`src/rtl/node_layer_seq.sv`:
```
// Sequential fully-connected layer: one MAC per cycle, one neuron at a time.
// A buffered input vector is multiplied against weight-ROM rows; each neuron
// adds its bias, is rescaled from the product Q format, saturated and
// optionally ReLU'd, then emitted with a valid/ready handshake.
// Ports:
//   clk, rst_n            clock, async active-low reset
//   in_valid/in_ready     input vector handshake, in_data packed N_IN x DW
//   w_addr/w_data         weight ROM (data one cycle after address)
//   b_addr/b_data         bias ROM (data one cycle after address)
//   out_valid/out_ready   result handshake with out_data, out_idx, out_last
//   busy                  high whenever a vector is in flight
module node_layer_seq #(
  parameter int unsigned N_IN    = 16,
  parameter int unsigned M_OUT   = 16,
  parameter int unsigned DW      = 16,
  parameter int unsigned FRAC    = 8,
  parameter int unsigned RELU_EN = 1,
  localparam int unsigned AW     = ($clog2(M_OUT * N_IN) < 1) ? 1 : $clog2(M_OUT * N_IN),
  localparam int unsigned MW     = ($clog2(M_OUT) < 1) ? 1 : $clog2(M_OUT)
) (
  input  logic                 clk,
  input  logic                 rst_n,
  input  logic                 in_valid,
  output logic                 in_ready,
  input  logic [N_IN*DW-1:0]   in_data,
  output logic [AW-1:0]        w_addr,
  input  logic [DW-1:0]        w_data,
  output logic [MW-1:0]        b_addr,
  input  logic [DW-1:0]        b_data,
  output logic                 out_valid,
  input  logic                 out_ready,
  output logic [DW-1:0]        out_data,
  output logic [MW-1:0]        out_idx,
  output logic                 out_last,
  output logic                 busy
);

  localparam int unsigned ACC_W = 2 * DW + $clog2(N_IN) + 1;
  localparam int unsigned JW    = ($clog2(N_IN) < 1) ? 1 : $clog2(N_IN);

  typedef enum logic [1:0] {IDLE, MAC, DRAIN, EMIT} state_t;

  state_t                  state, state_d;
  logic [DW-1:0]           vbuf [N_IN];
  logic [JW-1:0]           j, j_d;
  logic                    mac_d;
  logic [MW-1:0]           m;
  logic signed [ACC_W-1:0] acc, acc_sum_c;
  logic signed [2*DW-1:0]  prod_c;
  logic signed [ACC_W:0]   bias_c, s_c, r_c, sat_max_c, sat_min_c;
  logic [DW-1:0]           res_c;
  logic                    accept_c, hs_c, last_j_c, last_m_c;

  // Next-state logic and handshake strobes
  always_comb begin
    state_d  = state;
    accept_c = 1'b0;
    hs_c     = 1'b0;
    last_j_c = (j == JW'(N_IN - 1));
    last_m_c = (m == MW'(M_OUT - 1));
    case (state)
      IDLE: if (in_valid) begin
        accept_c = 1'b1;
        state_d  = MAC;
      end
      MAC:   if (last_j_c) state_d = DRAIN;
      DRAIN: state_d = EMIT;
      EMIT: if (out_ready) begin
        hs_c    = 1'b1;
        state_d = last_m_c ? IDLE : MAC;
      end
      default: state_d = IDLE;
    endcase
  end

  // Product of the weight returned this cycle with the element addressed last cycle
  always_comb begin
    prod_c    = (2*DW)'($signed(w_data)) * (2*DW)'($signed(vbuf[j_d]));
    acc_sum_c = acc + ACC_W'(prod_c);
    bias_c    = (ACC_W+1)'($signed(b_data)) <<< FRAC;
    s_c       = (ACC_W+1)'(acc_sum_c) + bias_c;
    r_c       = s_c >>> FRAC;
    sat_max_c = '0;
    sat_max_c[DW-2:0] = '1;
    sat_min_c = '1;
    sat_min_c[DW-2:0] = '0;
    if (r_c > sat_max_c)      res_c = sat_max_c[DW-1:0];
    else if (r_c < sat_min_c) res_c = sat_min_c[DW-1:0];
    else                      res_c = r_c[DW-1:0];
    if ((RELU_EN != 0) && r_c[ACC_W]) res_c = '0;
  end

  // State register and datapath
  always_ff @(posedge clk or negedge rst_n) begin
    if (!rst_n) begin
      state     <= IDLE;
      for (int i = 0; i < int'(N_IN); i++) vbuf[i] <= '0;
      j         <= '0;
      j_d       <= '0;
      mac_d     <= 1'b0;
      m         <= '0;
      acc       <= '0;
      w_addr    <= '0;
      b_addr    <= '0;
      out_valid <= 1'b0;
      out_data  <= '0;
      out_idx   <= '0;
      out_last  <= 1'b0;
      busy      <= 1'b0;
      in_ready  <= 1'b1;
    end else begin
      state    <= state_d;
      busy     <= (state_d != IDLE);
      in_ready <= (state_d == IDLE);
      mac_d    <= (state == MAC);
      j_d      <= j;
      if (mac_d) acc <= acc_sum_c;
      case (state)
        IDLE: if (accept_c) begin
          for (int i = 0; i < int'(N_IN); i++) vbuf[i] <= in_data[i*DW +: DW];
          m      <= '0;
          acc    <= '0;
          j      <= '0;
          w_addr <= '0;
          b_addr <= '0;
        end
        // Address stays on the last element so a stalled EMIT issues nothing new
        MAC: if (!last_j_c) begin
          j      <= j + JW'(1);
          w_addr <= w_addr + AW'(1);
        end
        DRAIN: begin
          out_valid <= 1'b1;
          out_data  <= res_c;
          out_idx   <= m;
          out_last  <= last_m_c;
        end
        EMIT: if (hs_c) begin
          out_valid <= 1'b0;
          out_last  <= 1'b0;
          if (!last_m_c) begin
            m      <= m + MW'(1);
            acc    <= '0;
            j      <= '0;
            w_addr <= w_addr + AW'(1);
            b_addr <= m + MW'(1);
          end
        end
        default: ;
      endcase
    end
  end

endmodule

```
`config.mk`:
```
export PLATFORM = sky130hd
export DESIGN_NAME = node_layer_seq
export DESIGN_NICKNAME = d
export VERILOG_FILES = /design/src/rtl/node_layer_seq.sv
export SDC_FILE = /design/constraint.sdc
export NUM_CORES = 1
export LEC_CHECK = 0
export CAP_MARGIN = 40
export CELL_PAD_IN_SITES_DETAIL_PLACEMENT = 1
export CELL_PAD_IN_SITES_GLOBAL_PLACEMENT = 1
export CORE_ASPECT_RATIO = 0.5
export CORE_MARGIN = 4
export CORE_UTILIZATION = 57
export DETAILED_ROUTE_END_ITERATION = 7
export DONT_BUFFER_PORTS = 1
export PLACE_DENSITY = 0.88
export SLEW_MARGIN = 20
export SYNTH_ARGS = -nofsm -noshare
export SYNTH_HDL_FRONTEND = slang
export SYNTH_SLANG_ARGS = --single-unit
```
`constraint.sdc`:
```
create_clock -name clk -period 23.8 [get_ports clk]
set_input_delay 2.38 -clock clk [delete_from_list [all_inputs] [get_ports clk]]
set_output_delay 2.38 -clock clk [all_outputs]
set_load 0.01 [all_outputs]
```
### Yosys cells after proc, flatten, opt, wreduce, memory -nomap -nowiden

Cells that the tools add are included.

* register bits after elaboration: 340
* logic and storage cells: 94
* output and inout port bits: 36

* multiply operators: 1
* reduce and logical (&&, ||, !) cells: 10
* mux-type cells: 36
* bitwise logic cells: 1
* equality and inequality tests: 9
* add/sub/neg operators: 5
* order comparisons: 3

Operators by type and width (count)
* 37-bit two-way mux: 4
* 16-bit two-way mux: 5
* 37-bit case mux with 2 select lines: 1
* 16-bit binary-select mux with 4-bit select: 1
* 37-bit by 24-bit adder with 38-bit output: 1
* 37-bit by 32-bit adder with 37-bit output: 1
* 16-bit by 16-bit multiplier with 32-bit output: 1
* 8-bit two-way mux: 4
* 30-bit by 16-bit greater-than comparator with 1-bit output (second input constant): 1
* 30-bit by 16-bit less-than comparator with 1-bit output (second input constant): 1
* 4-bit two-way mux: 6
* 8-bit case mux with 3 select lines: 1
* 4-bit case mux with 3 select lines: 1
* 4-bit by 1-bit adder with 4-bit output (second input constant): 2
* 8-bit by 1-bit adder with 8-bit output (second input constant): 1
* 4-bit equality test (second input constant): 2
* 2-bit inequality test (second input constant): 4
* 2-bit case mux with 4 select lines: 1
* 4-bit case mux with 2 select lines: 1
* 1-bit two-way mux: 6
* 2-bit two-way mux: 3
* 2-bit nonzero test: 3
* 5-bit >= comparator (second input constant): 1
* 4-bit NOT with 5-bit output: 1
* other kinds (8): 12

### Logic depth before layout (Yosys ltp)

* word-level depth: 11
* mapped depth: 39
* mapped depth without buffers: 35

### Least setup slack after synthesis

No wires, ideal clock.

* kind: in2reg
* start: input w_data[15]
* end: register out_data[10]
* arrival time: 10205 ps
* path slack: 13465 ps
* cell stages on the path: 30
* cells stage by stage: clkbuf_1 -> nand2_1 -> fa_1 -> inv_1 -> fa_1 -> fa_1 -> fa_1 -> fa_1 -> inv_1 -> fa_1 -> inv_1 -> ha_1 -> and2_1 -> a222oi_1 -> a21oi_1 -> o311ai_0 -> a21boi_0 -> o21ai_0 -> nor2b_1 -> xnor2_1 -> ha_1 -> nand2_1 -> nand2_1 -> a211o_1 -> or3b_2 -> o311ai_0 -> a2bb2oi_1 -> nor4b_4 -> buf_6 -> a31oi_1

* cells in the longest elaborated chain, start to end: 7
* elaborated cells between the ends (all ways): 8
* classes of those cells: add/sub (2); mul (1); order compare (2); mux (3)

Ends and longest elaborated chain
* from (decl): RTL line 27 `input logic [DW-1:0] w_data,`
* 16-bit by 16-bit multiplier with 32-bit output (*): RTL line 78 `prod_c = (2*DW)'($signed(w_data)) * (2*DW)'($signed(vbuf[j_d]));`
* 37-bit by 32-bit adder with 37-bit output (*): RTL line 79 `acc_sum_c = acc + ACC_W'(prod_c);`
* 37-bit by 24-bit adder with 38-bit output (*): RTL line 81 `s_c = (ACC_W+1)'(acc_sum_c) + bias_c;`
* 30-bit by 16-bit less-than comparator with 1-bit output: RTL line 88 `else if (r_c < sat_min_c) res_c = sat_min_c[DW-1:0];`
* 16-bit two-way mux: RTL line 88
* 16-bit two-way mux: RTL line 87 `if (r_c > sat_max_c) res_c = sat_max_c[DW-1:0];`
* 16-bit two-way mux (*): RTL line 90 `if ((RELU_EN != 0) && r_c[ACC_W]) res_c = '0;`
* to (signal assigned): RTL line 134 `out_data <= res_c;`
* to (decl): RTL line 32 `output logic [DW-1:0] out_data,`

Mark *: on every way between the ends. The rest lies on a longest branch, timed or not.
A chain may end at the register's enable or synchronous reset.

### Final worst setup path

* start: register j_d[0]
* end: register out_data[3]

* cells in the longest elaborated chain, start to end: 11
* elaborated cells between the ends (all ways): 12
* classes of those cells: add/sub (2); mul (1); order compare (2); mux (6); bitwise (1)

Ends and longest elaborated chain
* from (decl): RTL line 45 `logic [JW-1:0] j, j_d;`
* from (signal assigned): RTL line 116 `j_d <= j;`
* 4-bit NOT with 5-bit output (implied by the code) (*): RTL line 78
* 16-bit binary-select mux with 4-bit select (*): RTL line 78
* 16-bit two-way mux (implied by the code) (*) (2 in a row): RTL line 78
* 16-bit by 16-bit multiplier with 32-bit output (*): RTL line 78
* 37-bit by 32-bit adder with 37-bit output (*): RTL line 79
* 37-bit by 24-bit adder with 38-bit output (*): RTL line 81
* 30-bit by 16-bit less-than comparator with 1-bit output: RTL line 88
* 16-bit two-way mux: RTL line 88
* 16-bit two-way mux: RTL line 87
* 16-bit two-way mux (*): RTL line 90

Mark *: on every way between the ends. The rest lies on a longest branch, timed or not. The select of a mux whose other input is x is not followed.

==> results_dict.tcl <==
set metrics [dict create \
    status "complete, no violations" \
    crit_start "j_d[0]" \
    fmax_mhz 83.8 \
    min_from "vbuf[146]" \
    synthSimpleGateAreaFrac 0.0920 \
    drtAntennaViolNets 0 \
    synth_edf_count 0 \
    drc 0 \
    hold-path-cell-count 1 \
    whs_ns 0.503 \
    synth_top_family_by_area "adder cells" \
    cts_hold_buf 0 \
    synthAdderAreaFrac 0.289 \
    endpoint_kind "flop" \
    numCtsBuffers 34 \
    dr.first_iter.drc_count 1812 \
    grt_pass1_wl_um 132000 \
    fp.dieW_um 324 \
    synth-compound-area-share 0.0561 \
    globalplace.congestion 0.840 \
    ys_seq_area_frac 0.299 \
    drive_gt1_frac 0.174 \
    path_clk_slew_ns 0.08 \
    synth-main-ff-cell "dfrtp_1" \
    tritoncts "built" \
    numPortBuffers 0 \
    rsz0062_at_grt "false" \
    setup_violations 0 \
    path_class "flop to flop" \
    path_max_fanout 27 \
    syn_area_per_cell_um2 11.4 \
    hold_viol 0 \
    slew_headroom 0.395 \
    worstPathRequired_ns 24.19 \
    worst_slew_pin_slew_ns 0.907 \
    period_share 0.501 \
    crit_path_max_incr_delay_ns 0.73 \
    die_y_um 166 \
    design.core.area_um2 48900 \
    fin_nets 3210 \
    arrival_ns 12.33 \
    critPathSlowestCell "mux4_2" \
    num_vias 20335 \
    async_flop_share 1.00 \
    synthXorXnorAreaFrac 0.0188 \
    netlist_instances 2505 \
    syn-cell-area_um2 28500 \
    ys_ff_latch 340 \
    synth-warning-count 0 \
    synth_nets 3262 \
    area_growth_pct 6.88 \
    maxCapViolations 0 \
    via_per_inst 6.38 \
    ff2ff_path_depth 32 \
    netlist-cell-type-count 71 \
    cpMostUsedCell "fa_1" \
    hold_path_class "flop to flop" \
    crit_path_start_kind "flop" \
    cts_resized 0 \
    grtUsageTotal 0.319 \
    wl_per_cell_um 29.3 \
    final.setup_skew_ns 0.0398 \
    start_util 0.582 \
    cts_root_buf "clkbuf_16" \
    drv_slew 0 \
    antenna_found_initial 50 \
    insertion_delay_ns 0.57 \
    cts.htree.levels 2 \
    ioPinCount 328 \
    row_count 57 \
    synthMuxAreaShare 0.179 \
    grt-ovfl-total 0 \
    first_global_vias 22586 \
    setup-tns-final_ns 0 \
    period_needed_ns 11.93 \
    dp_hpwl_um 63700 \
    grt_max_degree 341 \
    r2r_start "j_d[0]" \
    clk_path_buf_depth 3 \
    cts_setup_buffers 0 \
    firstDrtPassIters 5 \
    clock_sinks 340 \
    wl_um 93500 \
    n_fill_cell 4977 \
    dieArea_um2 53800 \
]
## worst paths after layout
path | end | slack, ns
max | out_data[3] | 11.87
min | vbuf[146] | 0.50
max reg2reg | out_data[3] | 11.87
min reg2reg | vbuf[146] | 0.50
max in group asynchronous | vbuf[161] | 21.59
min in group asynchronous | vbuf[12] | 1.52
## kinds of logic (layout without fill, tap and decap cells)
kind of cell             count (synthesis)  after routing
flip-flops                             340            340
adder cells (fa/ha/maj)                465            465
XOR/XNOR                                61             61
other                                    0             60
multiplexers                           376            376
AO/OA/AOI/OAI                          243            243
buffers and inverters                  502            475
AND/OR/NAND/NOR                        518            518
## layout make-up
cell class	instances	area, um^2	area share
repair buffers	18	269	0.00885
flip-flops and latches	340	8520	0.280
well taps	649	812	0.0267
inverters	396	1490	0.0489
clock buffers	44	938	0.0309
clock inverters	17	181	0.00597
diodes	60	150	0.00494
multi-input cells	1663	18100	0.594
## through the flow
step,worst slack [ns],instances,util,cell area (um^2)
after floorplan,13.47,2505,-,28500
after global placement,12.41,3058,0.592,28900
after detailed placement,12.01,3063,0.594,29100
after CTS,11.85,3124,0.617,30200
after global routing,11.27,3186,0.622,30400
final,11.87,3187,0.622,30400
## per-layer routing
layer  share of wire  global-route usage  wire length [um]
met5          0.0016                   0               147
met4           0.062               0.154              5810
met3           0.063              0.0619              5860
met2            0.52               0.562             48400
met1            0.36               0.377             33300
## flip-flops by register name (all words and copies together) (netlist names)
signal	count
acc	37
busy	1
in_ready	1
j	4
j_d	4
m	4
mac_d	1
out_data	16
out_idx	4
out_last	1
out_valid	1
state	2
vbuf	256
w_addr	8
## critical path: cells and delay by family, from the launching register on
kind                       cells  cell delay (ns)
muxes                          2             1.33
xor gates and xnor gates       1             0.14
adders and majority gates      8             3.91
AOI/OAI and AO/OA              9             2.46
DFF                            1             0.67
and+or+nand+nor                7             2.05
buffers and inverters          5             1.14
## placed cells by master (no fill, tap or decap), types with 62 or more instances in the layout
master   count
inv_1      396
dfrtp_1    336
fa_1       319
mux2_2     262
and2_1     151
ha_1       146
nand2_1    141
nor2_1     100
mux4_2      79
o21ai_0     62
## cells in the mapped netlist, drive strengths merged, types with 47 or more instances
master | count | area, um^2
inv | 396 | 1490
dfrtp | 339 | 8480
fa | 319 | 6390
mux2 | 262 | 2950
and2 | 151 | 945
ha | 146 | 1830
nand2 | 142 | 533
nor2 | 100 | 375
clkbuf | 85 | 319
mux4 | 79 | 1780
o21ai | 64 | 320
a21oi | 47 | 239
Power is left out: the tool's default activity adds up to more than one toggle a clock period on the data nets, which glitch-free logic cannot reach.
